`config.mk`:
```
export PLATFORM = sky130hd
export DESIGN_NAME = vec_add_issue
export DESIGN_NICKNAME = d
export VERILOG_FILES = /design/src/rtl/vec_add_issue.sv
export SDC_FILE = /design/constraint.sdc
export NUM_CORES = 1
export LEC_CHECK = 0
export BUFFER_PORTS_ARGS = -buffer_cell sky130_fd_sc_hd__buf_2
export CELL_PAD_IN_SITES_DETAIL_PLACEMENT = 1
export CELL_PAD_IN_SITES_GLOBAL_PLACEMENT = 2
export CORE_UTILIZATION = 30
export DETAILED_ROUTE_END_ITERATION = 10
export PLACE_DENSITY = 0.81
export RECOVER_POWER = 25
export SYNTH_ARGS = -nofsm -noshare
export SYNTH_HDL_FRONTEND = slang
export SYNTH_SLANG_ARGS = --single-unit
```
`constraint.sdc`:
```
create_clock -name clk -period 3.15 [get_ports clk]
set_input_delay 0.63 -clock clk [delete_from_list [all_inputs] [get_ports clk]]
set_output_delay 0.63 -clock clk [all_outputs]
set_load 0.01 [all_outputs]
```
`src/rtl/vec_add_issue.sv`:
```
// vec_add_issue -- operand issue stage feeding ElemAdder.
//
// Accepts one vector-add command. It streams two operand vectors out of two
// synchronous read ports and presents aligned op1/op2/p beats with
// out_valid/out_last framing. It also flags operands that are >= p and
// pulses done when the command completes.
//
// Ports:
//   clk, rstn                       clock, async active-low reset
//   cmd_valid / cmd_ready           command handshake (ready only in IDLE)
//   cmd_src1_addr, cmd_src2_addr    operand vector base addresses
//   cmd_len                         element count, 0 .. 2^ADDR_W
//   cmd_p                           modulus
//   hold                            suppress read issue this cycle
//   rd1_en/rd1_addr/rd1_data        operand 1 read port (data 1 cycle after en)
//   rd2_en/rd2_addr/rd2_data        operand 2 read port (data 1 cycle after en)
//   out_valid, out_last             beat framing toward the adder
//   op1, op2, p                     beat operands and modulus
//   done                            one-cycle completion pulse
//   range_err                       sticky: an issued operand was >= p

package FHE_ALU_PKG;
  localparam int FSIZE = 64;
endpackage

module vec_add_issue
  import FHE_ALU_PKG::*;
#(
  parameter int ADDR_W = 12
) (
  input  logic              clk,
  input  logic              rstn,
  input  logic              cmd_valid,
  output logic              cmd_ready,
  input  logic [ADDR_W-1:0] cmd_src1_addr,
  input  logic [ADDR_W-1:0] cmd_src2_addr,
  input  logic [ADDR_W:0]   cmd_len,
  input  logic [FSIZE-1:0]  cmd_p,
  input  logic              hold,
  output logic              rd1_en,
  output logic              rd2_en,
  output logic [ADDR_W-1:0] rd1_addr,
  output logic [ADDR_W-1:0] rd2_addr,
  input  logic [FSIZE-1:0]  rd1_data,
  input  logic [FSIZE-1:0]  rd2_data,
  output logic              out_valid,
  output logic              out_last,
  output logic [FSIZE-1:0]  op1,
  output logic [FSIZE-1:0]  op2,
  output logic [FSIZE-1:0]  p,
  output logic              done,
  output logic              range_err
);

  typedef enum logic [1:0] {S_IDLE, S_RUN, S_DRAIN} state_t;

  state_t            r_state;
  logic [ADDR_W-1:0] r_src1;
  logic [ADDR_W-1:0] r_src2;
  logic [ADDR_W:0]   r_len;
  logic [ADDR_W:0]   r_idx;
  logic [FSIZE-1:0]  r_p;

  logic              r_ret_v;
  logic              r_ret_last;
  logic              r_out_valid;
  logic              r_out_last;
  logic [FSIZE-1:0]  r_op1;
  logic [FSIZE-1:0]  r_op2;
  logic              r_done;
  logic              r_range_err;

  logic              w_accept;
  logic              w_issue;
  logic              w_issue_last;
  logic [ADDR_W:0]   w_len_m1;
  logic [ADDR_W-1:0] w_addr1;
  logic [ADDR_W-1:0] w_addr2;

  assign w_accept     = (r_state == S_IDLE) && cmd_valid;
  assign w_issue      = (r_state == S_RUN) && !hold;
  assign w_len_m1     = r_len - (ADDR_W+1)'(1);
  assign w_issue_last = w_issue && (r_idx == w_len_m1);
  // Address arithmetic wraps modulo 2^ADDR_W by truncation.
  assign w_addr1      = r_src1 + r_idx[ADDR_W-1:0];
  assign w_addr2      = r_src2 + r_idx[ADDR_W-1:0];

  assign cmd_ready = (r_state == S_IDLE);
  assign rd1_en    = w_issue;
  assign rd2_en    = w_issue;
  assign rd1_addr  = w_issue ? w_addr1 : '0;
  assign rd2_addr  = w_issue ? w_addr2 : '0;

  assign out_valid = r_out_valid;
  assign out_last  = r_out_last;
  assign op1       = r_op1;
  assign op2       = r_op2;
  assign p         = r_p;
  assign done      = r_done;
  assign range_err = r_range_err;

  // Command FSM and issue counter.
  always_ff @(posedge clk or negedge rstn) begin
    if (!rstn) begin
      r_state <= S_IDLE;
      r_src1  <= '0;
      r_src2  <= '0;
      r_len   <= '0;
      r_idx   <= '0;
      r_p     <= '0;
    end else begin
      case (r_state)
        S_IDLE: begin
          if (cmd_valid) begin
            r_src1 <= cmd_src1_addr;
            r_src2 <= cmd_src2_addr;
            r_len  <= cmd_len;
            r_p    <= cmd_p;
            r_idx  <= '0;
            if (cmd_len != '0) r_state <= S_RUN;
          end
        end
        S_RUN: begin
          if (w_issue) begin
            r_idx <= r_idx + (ADDR_W+1)'(1);
            if (w_issue_last) r_state <= S_DRAIN;
          end
        end
        S_DRAIN: begin
          // The last beat sits in the output register this cycle.
          if (r_out_valid && r_out_last) r_state <= S_IDLE;
        end
        default: r_state <= S_IDLE;
      endcase
    end
  end

  // Return path: strobe+tag delayed one cycle, then beat registered with data.
  always_ff @(posedge clk or negedge rstn) begin
    if (!rstn) begin
      r_ret_v     <= 1'b0;
      r_ret_last  <= 1'b0;
      r_out_valid <= 1'b0;
      r_out_last  <= 1'b0;
      r_op1       <= '0;
      r_op2       <= '0;
      r_done      <= 1'b0;
      r_range_err <= 1'b0;
    end else begin
      r_ret_v     <= w_issue;
      r_ret_last  <= w_issue_last;
      r_out_valid <= r_ret_v;
      r_out_last  <= r_ret_v && r_ret_last;
      if (r_ret_v) begin
        r_op1 <= rd1_data;
        r_op2 <= rd2_data;
      end
      // Zero-length commands complete in the cycle after accept.
      r_done <= (r_ret_v && r_ret_last) || (w_accept && (cmd_len == '0));
      if (w_accept)
        r_range_err <= 1'b0;
      else if (r_ret_v && ((rd1_data >= r_p) || (rd2_data >= r_p)))
        r_range_err <= 1'b1;
    end
  end

endmodule
```
Word-level counts from Yosys, hierarchy flattened
Cells that the tools add are included.
{ "totals": {"inputBits": 233, "elab_cells": 59, "out_inout_bits": 223, "ff_bits": 250} }
{ "classes": {"mux": 13, "n_eq_ne": 8, "n_reduce_logical": 18, "order_cmp": 2, "addsub": 4} }
{ "ops": {"columns": ["cell", "count"], "rows": [
  ["$ge A64 B64 Y1", 2],
  ["$mux W13", 2],
  ["$pmux W13 S2", 1],
  ["$add A12 B12 Y12", 2],
  ["$mux W12", 2],
  ["$add A13 B1 Y13 const B", 1],
  ["$eq A13 B13 Y1", 1],
  ["$logic_not A13 Y1", 1],
  ["$reduce_bool A13 Y1", 1],
  ["$sub A13 B1 Y13 const B", 1],
  ["$mux W2", 5],
  ["$ne A2 B2 Y1 const B", 4],
  ["$logic_and A1 B1 Y1", 7],
  ["$pmux W2 S3", 1],
  ["$reduce_and A5 Y1", 1],
  ["$reduce_bool A2 Y1", 2],
  ["$reduce_and A3 Y1", 1],
  ["$eq A2 B1 Y1 const B", 1],
  ["$eq A2 B2 Y1 const B", 1],
  ["$logic_not A2 Y1", 1],
  ["$logic_or A1 B1 Y1", 2],
  ["$mux W1", 2],
  ["$ne A2 B1 Y1 const B", 1],
  ["$reduce_and A2 Y1", 1],
  ["$logic_not A1 Y1", 1]
]} }

Logic depth before layout (Yosys ltp)
Gate-level depths: netlist (run 1).
{ "logic_depth": {"word_depth": 6, "ltp_mapped": 10, "ltp_nobuf": 9} }

Least setup slack after synthesis (run 1)
No wires, ideal clock.
{ "synth_path": {"path_type": "flip-flop to output port", "startpoint": "register r_idx[0]", "endpoint": "output rd1_addr[10]", "arrival_ps": 2345, "path_buffers": 0, "path_slack_ps": 175, "path_stages_with_launch": 10, "cell_sequence": "dfrtp_1 ha_1 fa_1 a21o_1 a211oi_1 o21ai_0 a31o_2 a21oi_1 xor2_1 nor2_1"} }
{ "synth_via": {"elab_chain_len": 2} }
{ "synth_rtl": {"columns": ["element", "line", "text"], "rows": [
  ["start, declared", "61", "logic [ADDR_W:0] r_idx;"],
  ["start signal, assigned", "125", "r_idx <= r_idx + (ADDR_W+1)'(1);"],
  ["$add A12 B12 Y12", "85", "assign w_addr1 = r_src1 + r_idx[ADDR_W-1:0];"],
  ["$mux W12", "91", "assign rd1_addr = w_issue ? w_addr1 : '0;"],
  ["end, declared", "42", "output logic [ADDR_W-1:0] rd1_addr,"]
]} }
Every way passes these cells.

Final worst setup path (run 1)
Ends and elaborated chain as after synthesis.

==> metrics.md, run 1 <==
| Metric | Value |
|---|---|
| Post-placement worst setup slack | `-0.138 ns` |
| Synthesized area per cell | `10.4 um2` |
| PwrDens | `roughly 860 nW/um2` |
| Yosys warns | `0` |
| Routed Antenna Nets | `0` |
| Failing checks | `capacitance limit, slew limit, setup timing` |
| Worst-Skew Late Latency | `0.57 ns` |
| RSZ-0062 raised after global routing | `yes` |
| Vias in the first global route | `13144` |
| Routed WL per cell | `between 20 and 25 um` |
| Starting Density | `30.6%` |
| Reg2reg path depth | `9` |
| Yosys top cell area share | `a little under half` |
| Commonest cells post-synth | `250 x dfrtp_1, 201 x nand2_1, 152 x ha_1` |
| Total number of vias | `11887` |
| DRC | `0` |
| Die height | `215 um` |
| Share of layout cells above drive strength 1 | `39.8%` |
| Fin Hold WS | `0.253 ns` |
| Critical R2R Capture | `range_err` |
| Core Area | `44400 um2` |
| Drt first pass iters | `4` |
| Fin crit share | `110%` |
| # IOs | `approximately 460` |
| M3 GR Usage | `5.69%` |
| Netlist cell types | `59` |
| Die area | `46100 um2` |
| Critical Path RT | `approximately 2.5 ns` |
| Hold Path Class | `in2reg` |
| Rows | `77` |
| Top post-synthesis cells by area | `dfrtp_1 46%, ha_1 14%, mux2_2 11%` |
| Synth area leader | `dfrtp_1` |
| Finish-stage setup viols | `13` |
| Placed cell area | `16700 um2` |
| Largest net degree at the start of global routing | `75` |
| Critical path arrival | `2.83 ns` |
| Worst setup path end | `rd1_addr[10]` |
| Met2 usage in global routing | `37.2%` |
| 1st-iter DRT viols | `462` |
| CTS clk-pin slew, worst paths | `about 0.070 ns` |
| #FFs+latches synth | `250` |
| # hold bufs at CTS | `0` |
| Worst-Margin Slew | `1.84 ns` |
| Setup crit start kind | `flop` |
| Critical path type | `reg2out` |
| Final wirelength | `50400 um` |
| Status | `finished with violations` |
| Mapped cell area | `13600 um2` |
| First-pass GRT wire length | `approximately 77000 um` |
| Count leader, synth | `dfrtp_1` |
| Syn nets | `between 1500 and 2000` |
| Initial antenna violation count | `11` |
| FF-to-FF Start | `p[10]` |
| Clock sink count | `250` |
| Post-synth ARST share | `100%` |
| Count of pins over their slew limit | `64` |
| Area growth from synthesis to layout | `32.4%` |
| Final hold violation count | `0` |
| CTS Root Cell | `clkbuf_16` |
| Die width | `215 um` |
| # nets final | `between 2000 and 2500` |
| CTS max path bufs | `3` |
| GRT Overall Usage | `21.6%` |
| TritonCTS Buffers | `31` |
| Sequential share of the synthesized area | `46.0%` |
| Final Worst Setup Slack | `-0.314 ns` |
| Post-synth EDFFs | `0` |
| Fmax achieved | `289 MHz` |
| Pleak | `between 0.008 and 0.009 uW` |
| CP Max Fanout | `3` |
| CP endpoint kind | `output port` |
| Reg2reg setup slack | `~0.34 ns` |
| Avg Vias per Cell | `4.93` |
| Final Skew | `0.0147 ns` |
| GP Congestion | `about 0.85` |
| Detail Placement HPWL | `39600 um` |
| IR drop worst, VDD | `0.422 mV` |
| Grt ovf | `0` |
| Port buffer count | `around 460` |
| CTS H-tree depth | `1` |
| Setup TNS Final | `-1.77 ns` |
| CP Launch Point | `r_idx[0]` |
| Post-Syn Instances | `1302` |
| Min Tclk post-route | `roughly 3.5 ns` |
| MaxCap Viol Count | `1` |
| CTS tree | `done` |
| M1 GR Usage | `25.5%` |
| Fin area | `18000 um2` |
| Worst rel slew slack | `-22.6%` |
| Most Crowded Layer GR | `met2` |
| Synth Flop Type | `dfrtp_1` |
==> cell usage in the layout (no fill, tap or decap), types with 12 or more instances in the layout <==
cell type / synthesis / routed
ha_1: 152 / 145
nor3_1: 17 / 16
buf_4: 1 / 35
a21o_1: 20 / 20
a21oi_1: 52 / 48
nand4_1: 31 / 31
nor2_1: 52 / 51
nand3_1: 24 / 24
clkbuf_16: 0 / 31
xor2_1: 22 / 22
buf_2: 0 / 454
xnor2_1: 20 / 20
dfrtp_1: 250 / 245
a211oi_1: 16 / 12
o21ai_0: 98 / 92
inv_1: 74 / 74
mux2_2: 130 / 130
nand2_1: 201 / 201
==> layout make-up <==
type / count / area [um2]
antenna: 8 / 20.0
fill: 5168 / 26400
tap: 592 / 741
sequential: 250 / 6260
clock inverter: 14 / 121
timing repair buffer: 498 / 2610
clock buffer: 43 / 891
inverter: 74 / 278
multi-input combinational: 932 / 7060
==> stage by stage <==
| stage | utilization, % | power (uW) | std cells |
|---|---|---|---|
| floorplan | - | 8750 | 1302 |
| global placement | 37.6 | 11200 | 2334 |
| detailed placement | 37.6 | 11500 | 2334 |
| CTS | 40.3 | 15400 | 2400 |
| global route | 40.5 | 16600 | 2409 |
| finish | 40.5 | 15500 | 2411 |
==> what timing repair did <==
item / 4_1_cts / 5_1_grt
resized for setup: 30 / 16
setup endpoints to repair: 12 / 14
pin swaps: 30 / 17
setup buffers: 10 / 4
==> worst max-delay path: stages (launching register included) <==
cell and delay [ns]:
dfrtp_1 0.41, ha_2 0.21, fa_2 0.35, a21o_1 0.20, a211oi_2 0.24, o21ai_2 0.09, a31o_2 0.25, a21oi_2 0.14
xor2_1 0.17, nor2_1 0.06, buf_2 0.14
==> worst min path at each step <==
stage	startpoint	to	slack, ns	cells past startpoint
after floorplan	rstn	done	0.33	0
after global placement	r_src1[0]	r_src1[0]	0.46	2
after detailed placement	r_len[11]	r_len[11]	0.47	2
after CTS	rstn	r_src2[11]	0.02	1
after global routing	cmd_src2_addr[11]	r_src2[11]	0.24	3
final	cmd_src1_addr[4]	r_src1[4]	0.25	3
==> state kept, by name (all words and copies together) (netlist names) <==
signal      flops
out_last        1
range_err       1
op2            64
done            1
r_ret_v         1
r_state         2
r_src2         12
op1            64
r_src1         12
p              64
r_ret_last      1
r_idx          13
r_len          13
out_valid       1
==> per-layer routing <==
metal / wire (um) / share of wire, %
met4: 1940 / 3.9
met5: 35 / 0.069
met1: 20300 / 40
met3: 3340 / 6.6
met2: 24800 / 49
==> cells by family (layout without fill, tap and decap cells) <==
family / count (synthesis) / count (layout) / share of synthesized area [%]
flip-flops: 250 / 250 / 46.0
AO/OA/AOI/OAI: 230 / 230 / 10.2
buffers and inverters: 120 / 629 / 3.34
multiplexers: 132 / 132 / 10.9
AND/OR/NAND/NOR: 374 / 374 / 12.5
other: 0 / 8 / 0
adder cells (fa/ha/maj): 154 / 154 / 14.3
XOR/XNOR: 42 / 42 / 2.71
==> report_power, final <==
part	leakage [uW]	switching [uW]	internal (uW)
Combinational	0.00541	4010	3090
Sequential	0.00298	691	4130
Clock	0.000494	1490	2060
Note: power is estimated with default switching activity, not from simulation.
==> inputs of run 2 (changes only) <==
--- a/config.mk
+++ b/config.mk
@@ -8,9 +8,9 @@
 export BUFFER_PORTS_ARGS = -buffer_cell sky130_fd_sc_hd__buf_2
 export CELL_PAD_IN_SITES_DETAIL_PLACEMENT = 1
 export CELL_PAD_IN_SITES_GLOBAL_PLACEMENT = 2
-export CORE_UTILIZATION = 30
+export CORE_UTILIZATION = 28
 export DETAILED_ROUTE_END_ITERATION = 10
-export PLACE_DENSITY = 0.81
+export PLACE_DENSITY_LB_ADDON = 0.1
 export RECOVER_POWER = 25
 export SYNTH_ARGS = -nofsm -noshare
 export SYNTH_HDL_FRONTEND = slang
==> metrics.md, run 2 (synthesis results as in run 1) <==
| Metric | Value |
|---|---|
| Cells along the critical path | `buf_6 -> ha_4 -> fa_2 -> a21o_1 -> a211oi_2 -> o21ai_2 -> a31o_2 -> a21oi_2 -> xor2_1 -> nor2_1 -> buf_2` |
| Share of layout cells above drive strength 1 | `39.5% (-0.30 points)` |
| First-pass GRT wire length | `76200 um (-1.6%)` |
| Min Tclk post-route | `3.54 ns (+0.0748 ns)` |
| Finish-stage setup viols | `12 (-1)` |
| Count of pins over their slew limit | `74 (+16%)` |
| Vias in the first global route | `12411 (-5.6%)` |
| IR drop worst, VDD | `0.381 mV (-9.8%)` |
| Switching pwr | `6110 uW (-1.2%)` |
| M1 GR Usage | `24.8% (-0.69 points)` |
| Final Worst Setup Slack | `-0.389 ns (-0.0748 ns)` |
| Worst-Skew Late Latency | `0.60 ns (+0.03 ns)` |
| Final wirelength | `49700 um (-1.2%)` |
| Area growth from synthesis to layout | `33.3%` |
| # nets final | `2177 (+0.14%)` |
| CTS tree | `done` |
| Fin Hold WS | `0.235 ns (-0.0181 ns)` |
| Setup TNS Final | `-2.68 ns (-0.910 ns)` |
| CTS H-tree depth | `1 (unchanged)` |
| Met2 usage in global routing | `34.3% (-2.9 points)` |
| Rows | `80 (+3.9%)` |
| Largest stage delay on the critical path | `0.44 ns (+0.03 ns)` |
| Starting Density | `28.4% (-2.2 points)` |
| Hold Path Depth | `3 (unchanged)` |
| PwrDens | `860 nW/um2 (about the same)` |
| Pleak | `0.00894 uW (+0.55%)` |
| Final hold violation count | `0 (unchanged)` |
| Port buffer count | `455 (unchanged)` |
| CP max stage cell | `dfrtp_2` |
| Switching Fraction | `39.3% (-0.76 points)` |
| Total number of vias | `11654 (-2.0%)` |
| Final Skew | `0.0232 ns (+0.00846 ns)` |
| Largest net degree at the start of global routing | `102 (+36%)` |
| Drt first pass iters | `4 (unchanged)` |
| M3 GR Usage | `5.17% (-0.52 points)` |
| Comb power frac | `45.2% (-0.7 points)` |
| Reg2reg setup slack | `0.35 ns (about the same)` |
| Grt ovf | `0 (unchanged)` |
| Routed Antenna Nets | `0 (unchanged)` |
| DRC | `0 (unchanged)` |
| Most frequent cells in the layout | `454 x buf_2, 246 x dfrtp_1, 201 x nand2_1` |
| Initial antenna violation count | `15 (+4)` |
| MaxCap Viol Count | `1 (unchanged)` |
| Fin crit share | `112% (+2.4 points)` |
| Failing checks | `capacitance limit, slew limit, setup timing` |
| Die width | `222 um (+3.5%)` |
| Status | `finished with violations` |
| Die area | `49400 um2 (+7.1%)` |
| Worst-Margin Slew | `2.16 ns (+0.317 ns)` |
| Fmax achieved | `283 MHz (-2.1%)` |
| FF-to-FF Start | `p[10]` |
| # IOs | `456 (unchanged)` |
| Critical path arrival | `2.91 ns (+0.08 ns)` |
| 1st-iter DRT viols | `417 (-9.7%)` |
| Share of power burned in registers | `30.8% (-0.4 points)` |
| Hold Path Class | `in2reg` |
| WHS Endpoint | `p[62]` |
| Reg2reg path depth | `9 (unchanged)` |
| GRT Overall Usage | `20.0% (-1.6 points)` |
| Core Area | `47800 um2 (+7.7%)` |
| RSZ-0062 raised after global routing | `yes` |
| Commonest non-fill, non-tap cell in the layout | `buf_2` |
| Post-placement worst setup slack | `-0.0337 ns (+0.104 ns)` |
| Setup crit start kind | `flop` |
| CTS max path bufs | `3 (unchanged)` |
| Clk pwr share | `23.9% (+1.0 points)` |
| Detail Placement HPWL | `39400 um (-0.54%)` |
| # hold bufs at CTS | `0 (unchanged)` |
| Clock sink count | `250 (unchanged)` |
| CTS Root Cell | `clkbuf_16` |
| CP endpoint kind | `output port` |
| CP Max Fanout | `3 (unchanged)` |
| Worst rel slew slack | `-43.7% (-21 points)` |
| Critical R2R Capture | `range_err` |
| P_int | `9450 uW (+2.0%)` |
| Critical Path RT | `2.52 ns (about the same)` |
| GP Congestion | `0.798 (-6.6%)` |
| TritonCTS Buffers | `31 (unchanged)` |
| Hold Startpoint | `cmd_p[62]` |
| Die height | `222 um (+3.5%)` |
| Most Crowded Layer GR | `met2` |
| Avg Vias per Cell | `4.79 (-2.9%)` |
| CTS clk-pin slew, worst paths | `0.06 ns (about the same)` |
| Critical path type | `reg2out` |
| Routed WL per cell | `20.4 um (-2.2%)` |
-- run 2: cell count changes in the layout (fill, tap and decap cells not counted), sizes merged --
cell      change
inv           -1
clkinvlp      -3
buf           +2
bufinv        +3
clkinv        -4
clkbuf        +4
-- run 2: layout make-up --
type                       count  area, um2
fill                        5532      29700
multi-input combinational    932       7070
sequential                   250       6260
timing repair buffer         501       2660
clock buffer                  46        882
tap                          615        769
inverter                      74        278
clock inverter                 9        168
antenna                        8       20.0
-- run 2: worst max-delay path by stage --
stage                start  cells past startpoint  slack (ns)            to
2_1_floorplan     r_idx[0]                      9        0.17  rd1_addr[10]
3_3_place_gp   rd1_data[0]                     11       -0.04     range_err
3_5_place_dp      r_idx[0]                     10       -0.03  rd1_addr[10]
4_1_cts           r_idx[0]                     10       -0.37  rd2_addr[10]
5_1_grt           r_idx[0]                     11       -0.55  rd1_addr[10]
6_report          r_idx[0]                     11       -0.39  rd1_addr[10]
-- run 2: repair_timing --
action,in CTS,in global routing
pin swaps,24,27
resized for setup,23,26
endpoints found under the setup margin,12,13
buffers inserted,6,9
-- run 2: critical path: cells and delay by family (launching register included) --
kind / cells / cell delay [ns]
fa+ha+maj: 2 / 0.55
buf+inv: 2 / 0.27
simple gates: 1 / 0.05
xor+xnor: 1 / 0.14
compound gates: 5 / 0.88
flops: 1 / 0.44
-- run 2: metrics by stage --
| stage | std cells | power [uW] | utilization (%) | instance area (um2) |
|---|---|---|---|---|
| 2_1_floorplan | 1302 | 8750 | - | 13600 |
| 3_3_place_gp | 2358 | 11400 | 35.0 | 16800 |
| 3_5_place_dp | 2358 | 11500 | 35.0 | 16800 |
| 4_1_cts | 2419 | 15600 | 37.5 | 18000 |
| 5_1_grt | 2433 | 16900 | 37.8 | 18100 |
| 6_report | 2435 | 15600 | 37.8 | 18100 |
-- run 2: routing by layer --
layer  share of wire, %  vias to the layer above
li1                   -                     5576
met1                 43                     5727
met2                 49                      263
met3                5.9                       72
met4                2.3                       16
met5               0.22                        -
-- run 2: power groups by stage --
stage	combinational, uW	sequential, uW	clock [uW]
3_3_place_gp	6580	4800	0
2_1_floorplan	3760	4990	0
5_1_grt	7940	4950	3970
4_1_cts	6910	4820	3870
3_5_place_dp	6690	4840	0
6_report	7040	4800	3730
==> inputs of run 3 (changes only) <==
--- a/config.mk
+++ b/config.mk
@@ -8,10 +8,11 @@
 export BUFFER_PORTS_ARGS = -buffer_cell sky130_fd_sc_hd__buf_2
 export CELL_PAD_IN_SITES_DETAIL_PLACEMENT = 1
 export CELL_PAD_IN_SITES_GLOBAL_PLACEMENT = 2
-export CORE_UTILIZATION = 28
+export CORE_UTILIZATION = 31
 export DETAILED_ROUTE_END_ITERATION = 10
 export PLACE_DENSITY_LB_ADDON = 0.1
 export RECOVER_POWER = 25
+export SKIP_LAST_GASP = 1
 export SYNTH_ARGS = -nofsm -noshare
 export SYNTH_HDL_FRONTEND = slang
 export SYNTH_SLANG_ARGS = --single-unit
==> metrics.md, run 3 (synthesis results as in run 1) <==
| Metric | Value |
|---|---|
| Final hold violation count | `0 (unchanged)` |
| Commonest non-fill, non-tap cell in the layout | `buf_2` |
| Die height | `211 um (-4.9%)` |
| Hold Path Class | `in2reg` |
| DRC | `0 (unchanged)` |
| Core Area | `43200 um2 (-9.8%)` |
| # IOs | `456 (unchanged)` |
| Initial antenna violation count | `13 (-2)` |
| Count of pins over their slew limit | `69 (-6.8%)` |
| Most frequent cells in the layout | `454 x buf_2, 245 x dfrtp_1, 201 x nand2_1` |
| Share of power burned in registers | `31.0% (+0.2 points)` |
| Share of layout cells above drive strength 1 | `39.0% (-0.48 points)` |
| Setup crit start kind | `flop` |
| Port buffer count | `455 (unchanged)` |
| Reg2reg setup slack | `0.40 ns (+0.05 ns)` |
| Routed Antenna Nets | `0 (unchanged)` |
| Vias in the first global route | `12777 (+2.9%)` |
| TritonCTS Buffers | `34 (+9.7%)` |
| Avg Vias per Cell | `4.89 (+2.2%)` |
| Switching pwr | `6060 uW (-0.91%)` |
| Clk pwr share | `24.4% (+0.5 points)` |
| Comb power frac | `44.6% (-0.6 points)` |
| First-pass GRT wire length | `75800 um (-0.55%)` |
| Final wirelength | `49800 um (about the same)` |
| Fmax achieved | `299 MHz (+5.7%)` |
| Largest net degree at the start of global routing | `103 (+0.98%)` |
| Post-placement worst setup slack | `0.0361 ns (+0.0699 ns)` |
| # nets final | `2171 (-0.28%)` |
| Fin crit share | `106% (-6.1 points)` |
| Final Worst Setup Slack | `-0.197 ns (+0.192 ns)` |
| CTS H-tree depth | `2 (+1)` |
| Clock sink count | `250 (unchanged)` |
| Final Skew | `0.0222 ns (-0.000984 ns)` |
| CP endpoint kind | `output port` |
| Worst-Margin Slew | `1.90 ns (-0.259 ns)` |
| GP Congestion | `0.809 (+1.4%)` |
| Min Tclk post-route | `3.35 ns (-0.192 ns)` |
| Critical path arrival | `2.72 ns (-0.19 ns)` |
| Pleak | `0.00889 uW (-0.56%)` |
| PwrDens | `860 nW/um2 (about the same)` |
| Critical Path RT | `2.52 ns (about the same)` |
| 1st-iter DRT viols | `295 (-29%)` |
| IR drop worst, VDD | `0.403 mV (+6.0%)` |
| CTS max path bufs | `3 (unchanged)` |
| GRT Overall Usage | `22.5% (+2.5 points)` |
| Finish-stage setup viols | `8 (-4)` |
| RSZ-0062 raised after global routing | `yes` |
| Grt ovf | `0 (unchanged)` |
| Die width | `211 um (-4.9%)` |
| Routed WL per cell | `20.8 um (+1.7%)` |
| MaxCap Viol Count | `1 (unchanged)` |
| Placed cell area | `16700 um2 (-0.33%)` |
| P_int | `9360 uW (-0.98%)` |
| CP Max Fanout | `3 (unchanged)` |
| Die area | `44700 um2 (-9.6%)` |
| Critical path type | `reg2out` |
| Failing checks | `capacitance limit, slew limit, setup timing` |
| Drt first pass iters | `4 (unchanged)` |
| CTS Root Cell | `clkbuf_16` |
| Starting Density | `31.5% (+3.1 points)` |
| Fin area | `17900 um2 (-0.96%)` |
| Switching Fraction | `39.3% (about the same)` |
| Total number of vias | `11716 (+0.53%)` |
| Worst rel slew slack | `-26.4% (+17 points)` |
| Detail Placement HPWL | `39100 um (-0.66%)` |
| Rows | `76 (-5.0%)` |
| Status | `finished with violations` |
| Worst-Skew Late Latency | `0.53 ns (-0.07 ns)` |
| # hold bufs at CTS | `0 (unchanged)` |
| CTS tree | `done` |
| Area growth from synthesis to layout | `32.0%` |
| CTS clk-pin slew, worst paths | `0.06 ns (about the same)` |
## run 3: changes by cell type in the layout (fill, tap and decap cells not counted), moves of 2 or more
cell,before,now
o21ai_2,5,2
clkbuf_4,0,2
clkbuf_1,12,9
buf_6,6,1
diode_2,8,4
clkbuf_8,5,10
buf_4,33,29
o21ai_1,1,4
bufinv_16,4,0
ha_4,5,3
dfrtp_2,3,5
clkbuf_16,31,35
## run 3: power by group through the flow
stage          registers, uW  logic, uW  clock network, uW
2_1_floorplan           4990       3760                  0
3_3_place_gp            4780       6560                  0
3_5_place_dp            4820       6690                  0
4_1_cts                 4780       6870               3910
5_1_grt                 4920       7760               4020
6_report                4780       6870               3770
## run 3: area by class of cell
type	instances	area, um2
Clock buffer	53	1040
Tap cell	585	732
Timing Repair Buffer	492	2570
Clock inverter	5	31.3
Sequential cell	250	6260
Antenna cell	4	10.0
Multi-Input combinational cell	932	7000
Inverter	74	278
Fill cell	5029	25200
## run 3: critical path, stage by stage, from the launching register on
cell and delay (ns):
dfrtp_2 0.44, ha_4 0.17, fa_2 0.34, a21o_1 0.18
a211oi_2 0.24, o21ai_1 0.11, a31o_2 0.21, a21oi_2 0.12
xor2_1 0.17, nor2_1 0.06, buf_2 0.14
## run 3: metrics by stage
step	total power (uW)	instances	TNS [ns]	util, %	hold WS (ns)
global placement	11300	2324	0	38.7	0.468
global route	16700	2393	-4.13	41.5	0.289
finish	15400	2395	-0.998	41.5	0.295
floorplan	8750	1302	0	-	0.334
CTS	15600	2389	-1.31	41.5	0.0907
detailed placement	11500	2324	0	38.7	0.467
## run 3: path summary, 6_finish.rpt
path                            from            to  cells past startpoint
setup / recovery            r_idx[0]  rd2_addr[10]                     10
hold / removal              cmd_p[0]          p[0]                      3
setup reg to reg               p[10]     range_err                      9
hold reg to reg            r_len[11]     r_len[11]                      2
max in group asynchronous       rstn      r_len[6]                      2
min in group asynchronous       rstn     r_src1[6]                      1
## run 3: what timing repair did
| action | 4_1_cts | 5_1_grt |
|---|---|---|
| gates resized for setup | 22 | 12 |
| endpoints found under the hold margin | 0 | 0 |
| pin swaps | 21 | 11 |
| buffers inserted | 7 | 2 |
| setup endpoints to repair | 12 | 12 |
## run 3: per-layer routing
metal,wire length (um),share of wire [%],global-route usage (%)
met1,19700,40,26.0
met4,1630,3.3,8.02
met5,107,0.21,0
met2,25000,50,39.4
met3,3260,6.5,6.41
